### src/rtl/register_file_sb_pkg.sv
// Shared constants and helpers for the scoreboarded register file.
package regfile_pkg;

    localparam int unsigned DefaultWidth = 32;
    localparam int unsigned DefaultDepth = 32;
    localparam int unsigned ZeroAddr     = 0;

    function automatic int unsigned addr_width(input int unsigned depth);
        return (depth > 1) ? $clog2(depth) : 1;
    endfunction

endpackage

### src/rtl/register_file_sb_if.sv
// Write, read and busy-marking signals of the register file.
interface register_file_sb_if #(
    parameter int unsigned WIDTH  = 32,
    parameter int unsigned ADDR_W = 5
);
    logic              write_enable;
    logic [ADDR_W-1:0] write_addr;
    logic [WIDTH-1:0]  write_data;
    logic [ADDR_W-1:0] read_addr_a;
    logic [ADDR_W-1:0] read_addr_b;
    logic [WIDTH-1:0]  read_data_a;
    logic [WIDTH-1:0]  read_data_b;
    logic              set_busy;
    logic [ADDR_W-1:0] set_busy_addr;
    logic              busy_a;
    logic              busy_b;

    modport master (
        output write_enable, write_addr, write_data, read_addr_a, read_addr_b,
        output set_busy, set_busy_addr,
        input  read_data_a, read_data_b, busy_a, busy_b
    );

    modport slave (
        input  write_enable, write_addr, write_data, read_addr_a, read_addr_b,
        input  set_busy, set_busy_addr,
        output read_data_a, read_data_b, busy_a, busy_b
    );
endinterface

### src/rtl/register_file_sb_entry.sv
// One storage word plus its pending-write bit; set takes priority over clear.
module regfile_entry #(
    parameter int unsigned WIDTH = 32
) (
    input  logic             clock,
    input  logic             reset,
    input  logic             we,
    input  logic [WIDTH-1:0] wdata,
    input  logic             set,
    input  logic             clr,
    output logic [WIDTH-1:0] data,
    output logic             busy
);
    logic [WIDTH-1:0] data_d, data_q;
    logic             busy_d, busy_q;

    always_comb begin
        data_d = data_q;
        busy_d = busy_q;
        if (we) data_d = wdata;
        if (set) begin
            busy_d = 1'b1;
        end else if (clr) begin
            busy_d = 1'b0;
        end
    end

    always_ff @(posedge clock) begin
        if (reset) begin
            data_q <= '0;
            busy_q <= 1'b0;
        end else begin
            data_q <= data_d;
            busy_q <= busy_d;
        end
    end

    assign data = data_q;
    assign busy = busy_q;
endmodule

### src/rtl/register_file_sb.sv
// Multi-entry register file: one write port, two combinational read ports with
// write-first bypass, and a per-entry busy scoreboard for RAW hazard stalls.
module register_file_sb
    import regfile_pkg::*;
#(
    parameter int unsigned WIDTH    = DefaultWidth,
    parameter int unsigned DEPTH    = DefaultDepth,
    parameter int unsigned ZERO_REG = 1
) (
    input logic               clock,
    input logic               reset,
    register_file_sb_if.slave bus
);
    localparam int unsigned ADDR_W = addr_width(DEPTH);

    logic [DEPTH-1:0] we_dec;
    logic [DEPTH-1:0] set_dec;
    logic [WIDTH-1:0] entry_data [DEPTH];
    logic [DEPTH-1:0] entry_busy;
    logic             byp_a, byp_b;

    function automatic logic writable(input logic [ADDR_W-1:0] a);
        return !((ZERO_REG != 0) && (a == ADDR_W'(ZeroAddr)));
    endfunction

    // Zero entry is tied off by never decoding a write or set to it.
    always_comb begin
        we_dec  = '0;
        set_dec = '0;
        for (int i = 0; i < DEPTH; i++) begin
            we_dec[i]  = bus.write_enable && (bus.write_addr == ADDR_W'(i))
                         && writable(ADDR_W'(i));
            set_dec[i] = bus.set_busy && (bus.set_busy_addr == ADDR_W'(i))
                         && writable(ADDR_W'(i));
        end
    end

    for (genvar g = 0; g < DEPTH; g++) begin : g_entry
        regfile_entry #(
            .WIDTH (WIDTH)
        ) u_entry (
            .clock (clock),
            .reset (reset),
            .we    (we_dec[g]),
            .wdata (bus.write_data),
            .set   (set_dec[g]),
            .clr   (we_dec[g]),
            .data  (entry_data[g]),
            .busy  (entry_busy[g])
        );
    end

    always_comb begin
        byp_a = bus.write_enable && (bus.write_addr == bus.read_addr_a)
                && writable(bus.write_addr);
        byp_b = bus.write_enable && (bus.write_addr == bus.read_addr_b)
                && writable(bus.write_addr);

        bus.read_data_a = '0;
        bus.read_data_b = '0;
        bus.busy_a      = 1'b0;
        bus.busy_b      = 1'b0;
        if (!reset) begin
            bus.read_data_a = byp_a ? bus.write_data : entry_data[bus.read_addr_a];
            bus.read_data_b = byp_b ? bus.write_data : entry_data[bus.read_addr_b];
            // A bypass hit means the producer retires this cycle.
            bus.busy_a      = entry_busy[bus.read_addr_a] && !byp_a;
            bus.busy_b      = entry_busy[bus.read_addr_b] && !byp_b;
        end
    end
endmodule

### src/flat_wrapper.sv
// flat-port wrapper written by rule: the top's interface ports become plain ports
module register_file_sb_flat import regfile_pkg::*;
#(
    parameter int unsigned WIDTH    = DefaultWidth,
    parameter int unsigned DEPTH    = DefaultDepth,
    parameter int unsigned ZERO_REG = 1
)
  (clock, reset, bus_write_enable, bus_write_addr, bus_write_data, bus_read_addr_a, bus_read_addr_b, bus_set_busy, bus_set_busy_addr, bus_read_data_a, bus_read_data_b, bus_busy_a, bus_busy_b);
  register_file_sb_if #(.WIDTH(WIDTH), .ADDR_W((5))) bus_i ();
  input logic clock;
  input logic reset;
  input wire logic [$bits(bus_i.write_enable)-1:0] bus_write_enable;
  input wire logic [$bits(bus_i.write_addr)-1:0] bus_write_addr;
  input wire logic [$bits(bus_i.write_data)-1:0] bus_write_data;
  input wire logic [$bits(bus_i.read_addr_a)-1:0] bus_read_addr_a;
  input wire logic [$bits(bus_i.read_addr_b)-1:0] bus_read_addr_b;
  input wire logic [$bits(bus_i.set_busy)-1:0] bus_set_busy;
  input wire logic [$bits(bus_i.set_busy_addr)-1:0] bus_set_busy_addr;
  output wire logic [$bits(bus_i.read_data_a)-1:0] bus_read_data_a;
  output wire logic [$bits(bus_i.read_data_b)-1:0] bus_read_data_b;
  output wire logic [$bits(bus_i.busy_a)-1:0] bus_busy_a;
  output wire logic [$bits(bus_i.busy_b)-1:0] bus_busy_b;
  assign bus_i.write_enable = bus_write_enable;
  assign bus_i.write_addr = bus_write_addr;
  assign bus_i.write_data = bus_write_data;
  assign bus_i.read_addr_a = bus_read_addr_a;
  assign bus_i.read_addr_b = bus_read_addr_b;
  assign bus_i.set_busy = bus_set_busy;
  assign bus_i.set_busy_addr = bus_set_busy_addr;
  assign bus_read_data_a = bus_i.read_data_a;
  assign bus_read_data_b = bus_i.read_data_b;
  assign bus_busy_a = bus_i.busy_a;
  assign bus_busy_b = bus_i.busy_b;
  register_file_sb #(.WIDTH(WIDTH), .DEPTH(DEPTH), .ZERO_REG(ZERO_REG)) u_core (.clock(clock), .reset(reset), .bus(bus_i));
endmodule
### config.mk
export PLATFORM = sky130hd
export DESIGN_NAME = register_file_sb_flat
export DESIGN_NICKNAME = d
export VERILOG_FILES = /design/src/rtl/register_file_sb_pkg.sv /design/src/rtl/register_file_sb_if.sv /design/src/rtl/register_file_sb_entry.sv /design/src/rtl/register_file_sb.sv /design/src/flat_wrapper.sv
export SDC_FILE = /design/constraint.sdc
export NUM_CORES = 2
export LEC_CHECK = 0
export BUFFER_PORTS_ARGS = -buffer_cell sky130_fd_sc_hd__buf_2
export CAP_MARGIN = 20
export CORE_MARGIN = 1
export CORE_UTILIZATION = 40
export CTS_CLUSTER_DIAMETER = 80
export DETAILED_ROUTE_END_ITERATION = 6
export SLEW_MARGIN = 20
export SYNTH_ARGS = -nofsm -noshare
export SYNTH_HDL_FRONTEND = slang
export SYNTH_SLANG_ARGS = --single-unit
### constraint.sdc
create_clock -name clock -period 2 [get_ports clock]
set_input_delay 0 -clock clock [delete_from_list [all_inputs] [get_ports clock]]
set_output_delay 0 -clock clock [all_outputs]
set_load 0.01 [all_outputs]
==> key figures <==
STA
  • RSZ-0062 raised after global routing: true
  • Max Fclk: 0.3740 GHz
  • Worst Max-Slew Pin Slew: 0.7293 ns
  • Sum Neg Setup Slack: -28.98 ns
  • Final hold viol count: 0
  • Crit path time final: 2.674 ns
  • Pins Over Slew Limit: 0
  • Setup WS post-layout: -0.6739 ns
  • Crit share post-route: 133.7%
  • Hold Slack: 0.1270 ns
  • Rel. slew slack: 51.38%
  • Layout Skew: 0 ns
  • # setup viols final: 66

Critical path
  • Slowest cell on crit path: mux4_2
  • CP max FO: 3
  • Worst EP arrival: 2.67 ns
  • Worst path bufs/invs: 3
  • CP top delay family: multiplexers
  • CP Cell Sequence: mux4_2, o22ai_4, nor4_2, buf_4, nor3_2, nor3_2, buf_4, buf_2
  • CP required: 2.00 ns
  • CP Capture Type: output port
  • CP Class: reg -> out
  • CP startpoint kind: flip-flop
  • R2R Setup Slk: 0.75 ns
  • Worst path max stage delay: 0.50 ns

Synth
  • Synth top area share: 38.94%
  • Synth warn: 0
  • Post-synth top area cell: dfxtp_1
  • Post-synth top cells: 2,040 x nand2_1, 1,023 x dfxtp_1, 1,006 x a21oi_1, 467 x clkbuf_1, 430 x mux4_2
  • Most common cell in the netlist: nand2_1
  • Post-synth ARST share: 0%
  • Yosys reg bits: 1,023
  • Mapped Avg Cell Area: 8.684 µm²
  • Post-synth EDFFs: 0
  • Sequential element share of the synthesized area: 38.94%
  • Synthesized area: 52,590 µm²
  • Post-Syn Nets: 6,112
  • Area contributors post-synth: dfxtp_1 39%, mux4_2 18%, nand2_1 15%
  • Syn Inst Count: 6,056
  • Synth Flop Type: dfxtp_1
  • Library cells used by synthesis: 50

CTS
  • CTS tree: built
  • Htree depth: 3
  • Clock-pin slew on the worst setup and hold paths: 0.06 ns
  • CTS Root Cell: clkbuf_16
  • Clk buf depth: 3
  • Clk Latency, worst-skew pair: 0.72 ns
  • Sink Count: 1,023
  • CTS Buf Count: 107

Layout
  • Area Growth Syn to Fin: 26.13%
  • Final nets: 6,333
  • Layout cells sized above 1: 33.42%
  • Core Util, Final: 51.03%
  • Fin area: 66,330 µm²
  • FILL cells: 11,680
  • Reg area: 20,900 µm²
  • Multi-input logic area: 31,940 µm²
  • Final cell count without fillers: 8,111

Pwr
  • Internal power: 35,520 µW
  • Combinational Power Share: 12.2%
  • Leakage power: 0.02242 µW
  • Power Density: 724.9 nW/µm²
  • Switch share: 26.12%
  • VDD IR max: 0.0006342 V
  • Switching pwr: 12,560 µW
  • Power share of the clock group: 44.8%
  • Flop pwr share: 42.9%

Floorplan
  • IO Count: 122
  • Die height: 364.6 µm
  • Die X: 364.6 µm
  • Core Rows: 132
  • Area of the core: 130,000 µm²
  • Die area: 132,900 µm²
  • Initial Util: 40.46%

GRT
  • Initial antenna violation count: 16
  • Number of global-route vias before repair: 47,610
  • Largest net degree at the start of global routing: 145
  • Global-route wire length before repair: 320,200 µm
  • Gr usage total: 32.36%
  • Global route total overflow: 0

Detailed routing
  • DR DRC count: 0
  • Post-route ant nets: 0
  • Final WL: 220,500 µm
  • First-pass iteration count of the detailed router: 6
  • Vias/cell: 6.265
  • Routed len/inst: 27.19 µm
  • Total number of vias: 50,820
  • DR iter-0 viols: 7,505

Placement
  • Buffers on Ports: 121
  • DP HPWL: 142,600 µm
  • GPL Wtd Cong: 0.9615
  • Placed Area: 59,130 µm²
  • Placed insts: 7,890

Outcome
  • Status: finished, violations left
  • Failing checks: setup timing

Min path
  • Hold Crit Class: in -> reg

Job
  • Total of max-cap violations: 0
[metrics by stage]
step           power [µW]  setup slack (ns)
6_report            48080           -0.6739
5_1_grt             49200           -0.7247
4_1_cts             47860           -0.6369
3_5_place_dp        26100           -0.7377
3_3_place_gp        26070           -0.7638
2_1_floorplan       23720            0.3274
[cells by family (layout without fill, tap and decap cells)]
family,after synthesis,in the layout,share of synthesized area [%]
AO/OA/AOI/OAI,1312,1312,13.91
XOR/XNOR,8,8,0.1332
buffers and inverters,664,970,5.726
flip-flops,1023,1023,38.94
multiplexers,583,583,22.58
other,0,7,0
AND/OR/NAND/NOR,2466,2466,18.71
[flip-flops by register name (all words and copies together) (netlist names)]
name and flops:
u_core.g_entry.u_entry.data 992, u_core.g_entry.u_entry.busy 31
[power by group through the flow]
stage / Combinational, µW / Sequential (µW) / Clock [µW]
after detailed placement: 5010 / 21100 / 0
after CTS: 5550 / 20600 / 21700
after global routing: 6000 / 20700 / 22500
after floorplan: 2670 / 21100 / 0
after global placement: 4990 / 21100 / 0
final: 5880 / 20600 / 21600
[cells in the final DEF (no fill, tap or decap), types with 12 or more instances in the layout]
cell type	Yosys	final
nor3_4	0	36
clkbuf_16	0	111
o22ai_1	147	73
buf_6	18	45
buf_4	36	460
a211o_1	12	12
nor4_4	0	20
mux4_2	430	441
nand2_2	1	34
nor2b_1	20	16
mux2_2	72	68
clkbuf_8	1	27
nor3_1	93	19
a221oi_1	52	42
clkinv_2	0	18
or4b_4	0	18
nor2_4	0	27
dfxtp_2	0	332
a21oi_1	1006	999
o22ai_4	0	39
clkbuf_1	467	20
mux2i_1	46	25
or3_1	20	16
buf_2	91	86
nand2b_1	43	35
nor2_1	177	143
mux4_1	35	24
a311oi_2	0	14
buf_12	3	132
a221o_1	12	12
dfxtp_1	1023	691
nor3_2	0	38
dlygate4sd3_1	0	43
a22oi_1	23	23
bufinv_16	0	13
nand2_1	2040	2003
o22ai_2	0	35
[final timing paths]
| path | start | to | cells after the start |
|---|---|---|---|
| worst max-delay path | u_core.g_entry[15].u_entry.data[17] | bus_read_data_b[17] | 8 |
| worst min-delay path | bus_write_addr[4] | u_core.g_entry[5].u_entry.busy | 7 |
| worst max register to register | u_core.g_entry[11].u_entry.busy | u_core.g_entry[11].u_entry.busy | 3 |
| worst min register to register | u_core.g_entry[15].u_entry.data[23] | u_core.g_entry[15].u_entry.data[23] | 2 |
[layer usage]
metal | share of wire (%) | GRT usage (%) | wire, µm
met1 | 39 | 43.64 | 85730
met2 | 42 | 46.77 | 93300
met3 | 14 | 10.54 | 30070
met4 | 5.1 | 14.90 | 11170
met5 | 0.10 | 0 | 231
[cell type report]
type | count | share of cell area [%]
multi-input combinational | 4369 | 48.15
sequential | 1023 | 31.50
timing repair buffer | 771 | 11.36
clock buffer | 158 | 4.861
tap | 1742 | 3.286
clock inverter | 36 | 0.7884
inverter | 5 | 0.02829
antenna | 7 | 0.02641
[worst reg2reg max path, cell delays in order, from the launching register on]
cell	delay [ns]
dfxtp_1	0.32
a32oi_1	0.18
dlygate4sd3_1	0.58
nor2_1	0.04
[repair_timing]
action                     CTS  global route
hold buffers                43             0
pin swaps                  149            76
resized for setup          630           196
hold endpoints to repair   882             0
buffers inserted             5             3
setup endpoints to repair   66            66
Power figures use the tool's default switching activity.
